[src/rtl/conv_window_seq_if.sv]
// Column-fetch, PE-control and result-report signals shared between the
// window sequencer (master) and the image memory / PE array (slave).
interface conv_window_seq_if #(
  parameter int ADDR_W = 16
);
  logic              col_req;
  logic [ADDR_W-1:0] col_addr;
  logic              col_ack;
  logic              load_en;
  logic              pe_clear;
  logic              pe_trigger;
  logic              calc_done;
  logic              out_valid;
  logic [7:0]        out_row;
  logic [7:0]        out_col;

  modport master (
    output col_req, col_addr, load_en, pe_clear, pe_trigger,
           out_valid, out_row, out_col,
    input  col_ack, calc_done
  );

  modport slave (
    input  col_req, col_addr, load_en, pe_clear, pe_trigger,
           out_valid, out_row, out_col,
    output col_ack, calc_done
  );
endinterface

[src/rtl/conv_window_seq.sv]
// Raster-order sequencer for one convolution layer: sliding-window column
// fetch, PE clear/trigger, completion wait and output-coordinate report.
//
// state     | meaning
// IDLE      | waiting for start
// CLEAR     | one-cycle PE accumulator clear
// FETCH     | requesting image columns until the window holds K_W
// CALC      | one-cycle PE trigger
// WAIT_CALC | waiting for the datapath completion pulse
// ADV       | report output, step to next position
// DONE      | one-cycle end-of-layer pulse
module conv_window_seq #(
  parameter int K_H    = 3,
  parameter int K_W    = 3,
  parameter int IN_H   = 16,
  parameter int IN_W   = 15,
  parameter int ADDR_W = 16
) (
  input  logic              clk,
  input  logic              rst_ni,
  input  logic              start,
  input  logic              abort,
  output logic              busy,
  output logic              done,
  conv_window_seq_if.master bus
);

  localparam int OUT_H  = IN_H - K_H + 1;
  localparam int OUT_W  = IN_W - K_W + 1;
  localparam int FC_W   = $clog2(IN_W + 1);
  localparam int FILL_W = $clog2(K_W + 1);

  typedef enum logic [2:0] {
    S_IDLE,
    S_CLEAR,
    S_FETCH,
    S_CALC,
    S_WAIT_CALC,
    S_ADV,
    S_DONE
  } state_t;

  state_t            state_q, state_d;
  logic [7:0]        row_q, col_q;
  logic [FC_W-1:0]   fc_q;
  logic [FILL_W-1:0] fill_q;

  logic last_fill, last_col, last_row;

  assign last_fill = (fill_q == FILL_W'(K_W - 1));
  assign last_col  = (col_q == 8'(OUT_W - 1));
  assign last_row  = (row_q == 8'(OUT_H - 1));

  always_ff @(posedge clk or negedge rst_ni) begin
    if (!rst_ni) state_q <= S_IDLE;
    else         state_q <= state_d;
  end

  always_comb begin
    state_d        = state_q;
    busy           = 1'b1;
    done           = 1'b0;
    bus.col_req    = 1'b0;
    bus.pe_clear   = 1'b0;
    bus.pe_trigger = 1'b0;
    bus.out_valid  = 1'b0;
    case (state_q)
      S_IDLE: begin
        busy = 1'b0;
        if (start) state_d = S_CLEAR;
      end
      S_CLEAR: begin
        bus.pe_clear = 1'b1;
        state_d      = S_FETCH;
      end
      S_FETCH: begin
        bus.col_req = 1'b1;
        if (bus.col_ack && last_fill) state_d = S_CALC;
      end
      S_CALC: begin
        bus.pe_trigger = 1'b1;
        state_d        = S_WAIT_CALC;
      end
      S_WAIT_CALC: begin
        if (bus.calc_done) state_d = S_ADV;
      end
      S_ADV: begin
        bus.out_valid = 1'b1;
        state_d       = (last_col && last_row) ? S_DONE : S_CLEAR;
      end
      S_DONE: begin
        done    = 1'b1;
        state_d = S_IDLE;
      end
      default: state_d = S_IDLE;
    endcase
    if (abort) state_d = S_IDLE;
  end

  // Counters freeze on abort; the next start reinitialises them anyway.
  always_ff @(posedge clk or negedge rst_ni) begin
    if (!rst_ni) begin
      row_q  <= '0;
      col_q  <= '0;
      fc_q   <= '0;
      fill_q <= '0;
    end else if (!abort) begin
      case (state_q)
        S_IDLE: begin
          if (start) begin
            row_q  <= '0;
            col_q  <= '0;
            fc_q   <= '0;
            fill_q <= '0;
          end
        end
        S_FETCH: begin
          if (bus.col_ack) begin
            fc_q   <= fc_q + FC_W'(1);
            fill_q <= fill_q + FILL_W'(1);
          end
        end
        S_ADV: begin
          if (!last_col) begin
            col_q  <= col_q + 8'd1;
            fill_q <= FILL_W'(K_W - 1);
          end else if (!last_row) begin
            row_q  <= row_q + 8'd1;
            col_q  <= '0;
            fc_q   <= '0;
            fill_q <= '0;
          end
        end
        default: ;
      endcase
    end
  end

  assign bus.load_en  = bus.col_req & bus.col_ack;
  assign bus.col_addr = ADDR_W'(32'(row_q) * 32'(IN_W) + 32'(fc_q));
  assign bus.out_row  = row_q;
  assign bus.out_col  = col_q;

endmodule

[src/flat_wrapper.sv]
// flat-port wrapper written by rule: the top's interface ports become plain ports
module conv_window_seq_flat 
#(
  parameter int K_H    = 3,
  parameter int K_W    = 3,
  parameter int IN_H   = 16,
  parameter int IN_W   = 15,
  parameter int ADDR_W = 16
)
  (clk, rst_ni, start, abort, busy, done, bus_col_req, bus_col_addr, bus_load_en, bus_pe_clear, bus_pe_trigger, bus_out_valid, bus_out_row, bus_out_col, bus_col_ack, bus_calc_done);
  conv_window_seq_if #(.ADDR_W(ADDR_W)) bus_i ();
  input  logic clk;
  input  logic rst_ni;
  input  logic start;
  input  logic abort;
  output logic busy;
  output logic done;
  output wire logic [$bits(bus_i.col_req)-1:0] bus_col_req;
  output wire logic [$bits(bus_i.col_addr)-1:0] bus_col_addr;
  output wire logic [$bits(bus_i.load_en)-1:0] bus_load_en;
  output wire logic [$bits(bus_i.pe_clear)-1:0] bus_pe_clear;
  output wire logic [$bits(bus_i.pe_trigger)-1:0] bus_pe_trigger;
  output wire logic [$bits(bus_i.out_valid)-1:0] bus_out_valid;
  output wire logic [$bits(bus_i.out_row)-1:0] bus_out_row;
  output wire logic [$bits(bus_i.out_col)-1:0] bus_out_col;
  input wire logic [$bits(bus_i.col_ack)-1:0] bus_col_ack;
  input wire logic [$bits(bus_i.calc_done)-1:0] bus_calc_done;
  assign bus_col_req = bus_i.col_req;
  assign bus_col_addr = bus_i.col_addr;
  assign bus_load_en = bus_i.load_en;
  assign bus_pe_clear = bus_i.pe_clear;
  assign bus_pe_trigger = bus_i.pe_trigger;
  assign bus_out_valid = bus_i.out_valid;
  assign bus_out_row = bus_i.out_row;
  assign bus_out_col = bus_i.out_col;
  assign bus_i.col_ack = bus_col_ack;
  assign bus_i.calc_done = bus_calc_done;
  conv_window_seq #(.K_H(K_H), .K_W(K_W), .IN_H(IN_H), .IN_W(IN_W), .ADDR_W(ADDR_W)) u_core (.clk(clk), .rst_ni(rst_ni), .start(start), .abort(abort), .busy(busy), .done(done), .bus(bus_i));
endmodule
[config.mk]
export PLATFORM = sky130hd
export DESIGN_NAME = conv_window_seq_flat
export DESIGN_NICKNAME = d
export VERILOG_FILES = /design/src/rtl/conv_window_seq_if.sv /design/src/rtl/conv_window_seq.sv /design/src/flat_wrapper.sv
export SDC_FILE = /design/constraint.sdc
export NUM_CORES = 1
export LEC_CHECK = 0
export BUFFER_PORTS_ARGS = -buffer_cell sky130_fd_sc_hd__buf_2
export CAP_MARGIN = 20
export CORE_MARGIN = 3
export CORE_UTILIZATION = 57
export CTS_CLUSTER_SIZE = 25
export DETAILED_ROUTE_END_ITERATION = 10
export MAX_ROUTING_LAYER = met4
export PLACE_DENSITY = 0.81
export SYNTH_ARGS = -nofsm -noshare
export SYNTH_HDL_FRONTEND = slang
export SYNTH_SLANG_ARGS = --single-unit
[constraint.sdc]
create_clock -name clk -period 5.4 [get_ports clk]
set_clock_uncertainty 0.15 [all_clocks]
set_input_delay 0.54 -clock clk [delete_from_list [all_inputs] [get_ports clk]]
set_output_delay 0.54 -clock clk [all_outputs]
set_load 0.01 [all_outputs]
==> impl_metrics.tcl <==
set metrics [dict create \
    cts.sinks 25 \
    start_kind "register" \
    drc_errors 0 \
    critical_path_class "register to primary output" \
    routabilityCongestion 0.8844 \
    synth_top_area_cell "dfrtp_1" \
    seq_area_frac_synth_pct 23.55 \
    rows 24 \
    rsz0062_at_grt "no" \
    cts_tree "done" \
    netlist_top_cells_area "dfrtp_1 (24%), ha_1 (18%), fa_1 (11%)" \
    async_flop_share_pct 100.0 \
    final_util_pct 66.21 \
    grt_max_degree 26 \
    layout-drive-gt1-share_pct 15.63 \
    root_buffer "clkbuf_8" \
    finalHoldViolCount 0 \
    cap_violations 0 \
    cts.htree.levels 1 \
    dieArea_um2 5515 \
    max_slew_margin_pct 60.20 \
    num_antenna_cells 0 \
    viasPerCell 5.685 \
    setup_violations 0 \
    min_path_type "input pin to async pin" \
    ys.flop_type "dfrtp_1" \
    peakVddDrop_mv 0.2054 \
    dr_total_vias 2223 \
    final_cell_area_um2 2923 \
    cts_hold_buf 0 \
    cp_max_fo 10 \
    syn_avg_cell_area_um2 8.738 \
    hpwl_um 4347 \
    p_leak_nw 1.667 \
    drtIter0Drc 93 \
    register_area_um2 625.6 \
    synth-edff-count 0 \
    met1_usage_pct 29.46 \
    status "finished clean" \
    ys_ff_latch 25 \
    fin_crit_ns 4.660 \
    max_freq_ghz 0.2146 \
    maxSlewViolCount 0 \
    clk_pin_slew_ns 0.10 \
    synth_area_um2 2656 \
    clk_latency_ns 0.27 \
    yosys_warnings 0 \
    placed_area_um2 2874 \
    io_pins 45 \
    wl_per_cell_um 13.97 \
    fin_tns_setup_ns 0 \
    cts_setup_buffers 0 \
    layout_common_cells "inv_1 (44), buf_2 (41), ha_1 (38)" \
    antenna_found_initial 0 \
    synthCells 304 \
    grt.total_usage_pct 21.53 \
    first_pass_iters 4 \
    wirelength_um 5463 \
    area_growth_pct 10.03 \
    period_share_pct 86.29 \
    cts_inserted_buffers 3 \
    cp_data_required_time_ns 4.71 \
    mostFrequentLayoutCell "inv_1" \
    reg2reg_from "u_core.bus.out_row[5]" \
    die_y_um 74.27 \
    port-buffer-count 41 \
    r2r_slack_ns 2.47 \
    cp-end-kind "primary output" \
    rr_worst_depth 7 \
    grt-busiest-layer "met2" \
    p_per_area_nw_per_um2 205.3 \
    ys_types 54 \
    coreArea_um2 4414 \
    cts_buffer_depth 2 \
    fillers 374 \
    first_global_vias 2065 \
    die_w_um 74.27 \
    grt_use_met3_pct 2.703 \
    initial_core_util_pct 60.18 \
    fin_nets 399 \
    grt_pass1_wl_um 9246 \
    grt_overflow 0 \
    ant_nets 0 \
    grt_util_met2_pct 33.96 \
    synth_top_area_share_pct 23.55 \
    worstReg2RegEnd "u_core.bus.out_row[6]" \
    multiInputGateArea_um2 1809 \
    critical_path_arrival_ns 3.97 \
    cts_resized 0 \
    worst_pin_slew_ns 0.5969 \
]
## layer usage
layer	up-vias	routed length, um
met5	-	0
met4	0	81
met3	10	225
met2	50	2626
met1	1059	2530
li1	1104	-
## synthesized netlist by cell type (4+ instances only)
cell	count
inv_1	44
xnor2_1	5
and3_1	4
nand3_1	11
o31ai_2	4
nand2_1	16
fa_1	15
nor2_1	19
o21ai_0	13
nor3_1	5
or3_1	4
nand2b_1	4
ha_1	38
dfrtp_1	25
xor2_1	4
clkbuf_1	6
o21ai_1	17
a21oi_1	16
## power breakdown
part           internal [mW]  switching [mW]  leakage (nW)
combinational         0.0935           0.139          1.30
sequential             0.209          0.0435         0.344
clock                 0.0523          0.0631        0.0217
## flip-flops by register name, summed over array words and instances, names as in the netlist
register,cells
u_core.bus.out_col,8
u_core.bus.out_row,8
u_core.fc_q,4
u_core.state_q,3
u_core.fill_q,2
## worst max-delay path by stage
stage	cells past startpoint	from	slack, ns	end
after global routing	12	u_core.bus.out_row[0]	0.42	bus_col_addr[9]
after global placement	12	u_core.bus.out_row[0]	1.10	bus_col_addr[11]
after floorplan	11	u_core.bus.out_row[0]	1.26	bus_col_addr[11]
after CTS	12	u_core.bus.out_row[0]	0.72	bus_col_addr[11]
final	12	u_core.bus.out_row[0]	0.74	bus_col_addr[11]
after detailed placement	12	u_core.bus.out_row[0]	1.02	bus_col_addr[11]
## layout make-up
cell class / count / share of cell area [%]
clock buffers: 3 / 1.413
clock inverters: 1 / 0.2568
inverters: 45 / 5.779
multi-input cells: 224 / 61.90
flip-flops and latches: 25 / 21.40
well taps: 52 / 2.226
repair buffers: 41 / 7.021
## worst max-delay path, stage by stage (launching register included)
cell and delay, ns:
dfrtp_1 0.51, fa_1 0.57, inv_1 0.07, fa_1 0.47, fa_1 0.49, inv_1 0.04, ha_1 0.32, nor2b_1 0.16
o31a_1 0.25, o21ai_0 0.37, a21oi_1 0.13, o211ai_1 0.17, buf_2 0.15
## metrics by stage
| step | setup WS [ns] | total power [mW] | std cells | hold slack, ns |
|---|---|---|---|---|
| after global placement | 1.097 | 0.4815 | 387 | 0.3280 |
| after detailed placement | 1.022 | 0.4878 | 387 | 0.3449 |
| after global routing | 0.4224 | 0.6508 | 391 | 0.1345 |
| after floorplan | 1.258 | 0.4187 | 306 | 0.09441 |
| final | 0.7403 | 0.5999 | 391 | 0.09089 |
| after CTS | 0.7199 | 0.6023 | 391 | 0.1096 |
## kinds of logic (layout without fill, tap and decap cells)
group	after synthesis	after routing	synth area share, %
other	1	3	0.1412
adders and majority gates	53	53	29.20
AOI/OAI and AO/OA	74	74	17.81
DFF	25	25	23.55
and+or+nand+nor	84	84	17.33
xor gates and xnor gates	9	9	2.967
buffers and inverters	57	90	8.620
muxes	1	1	0.3768
No activity file was read; power rests on OpenSTA's default activity.
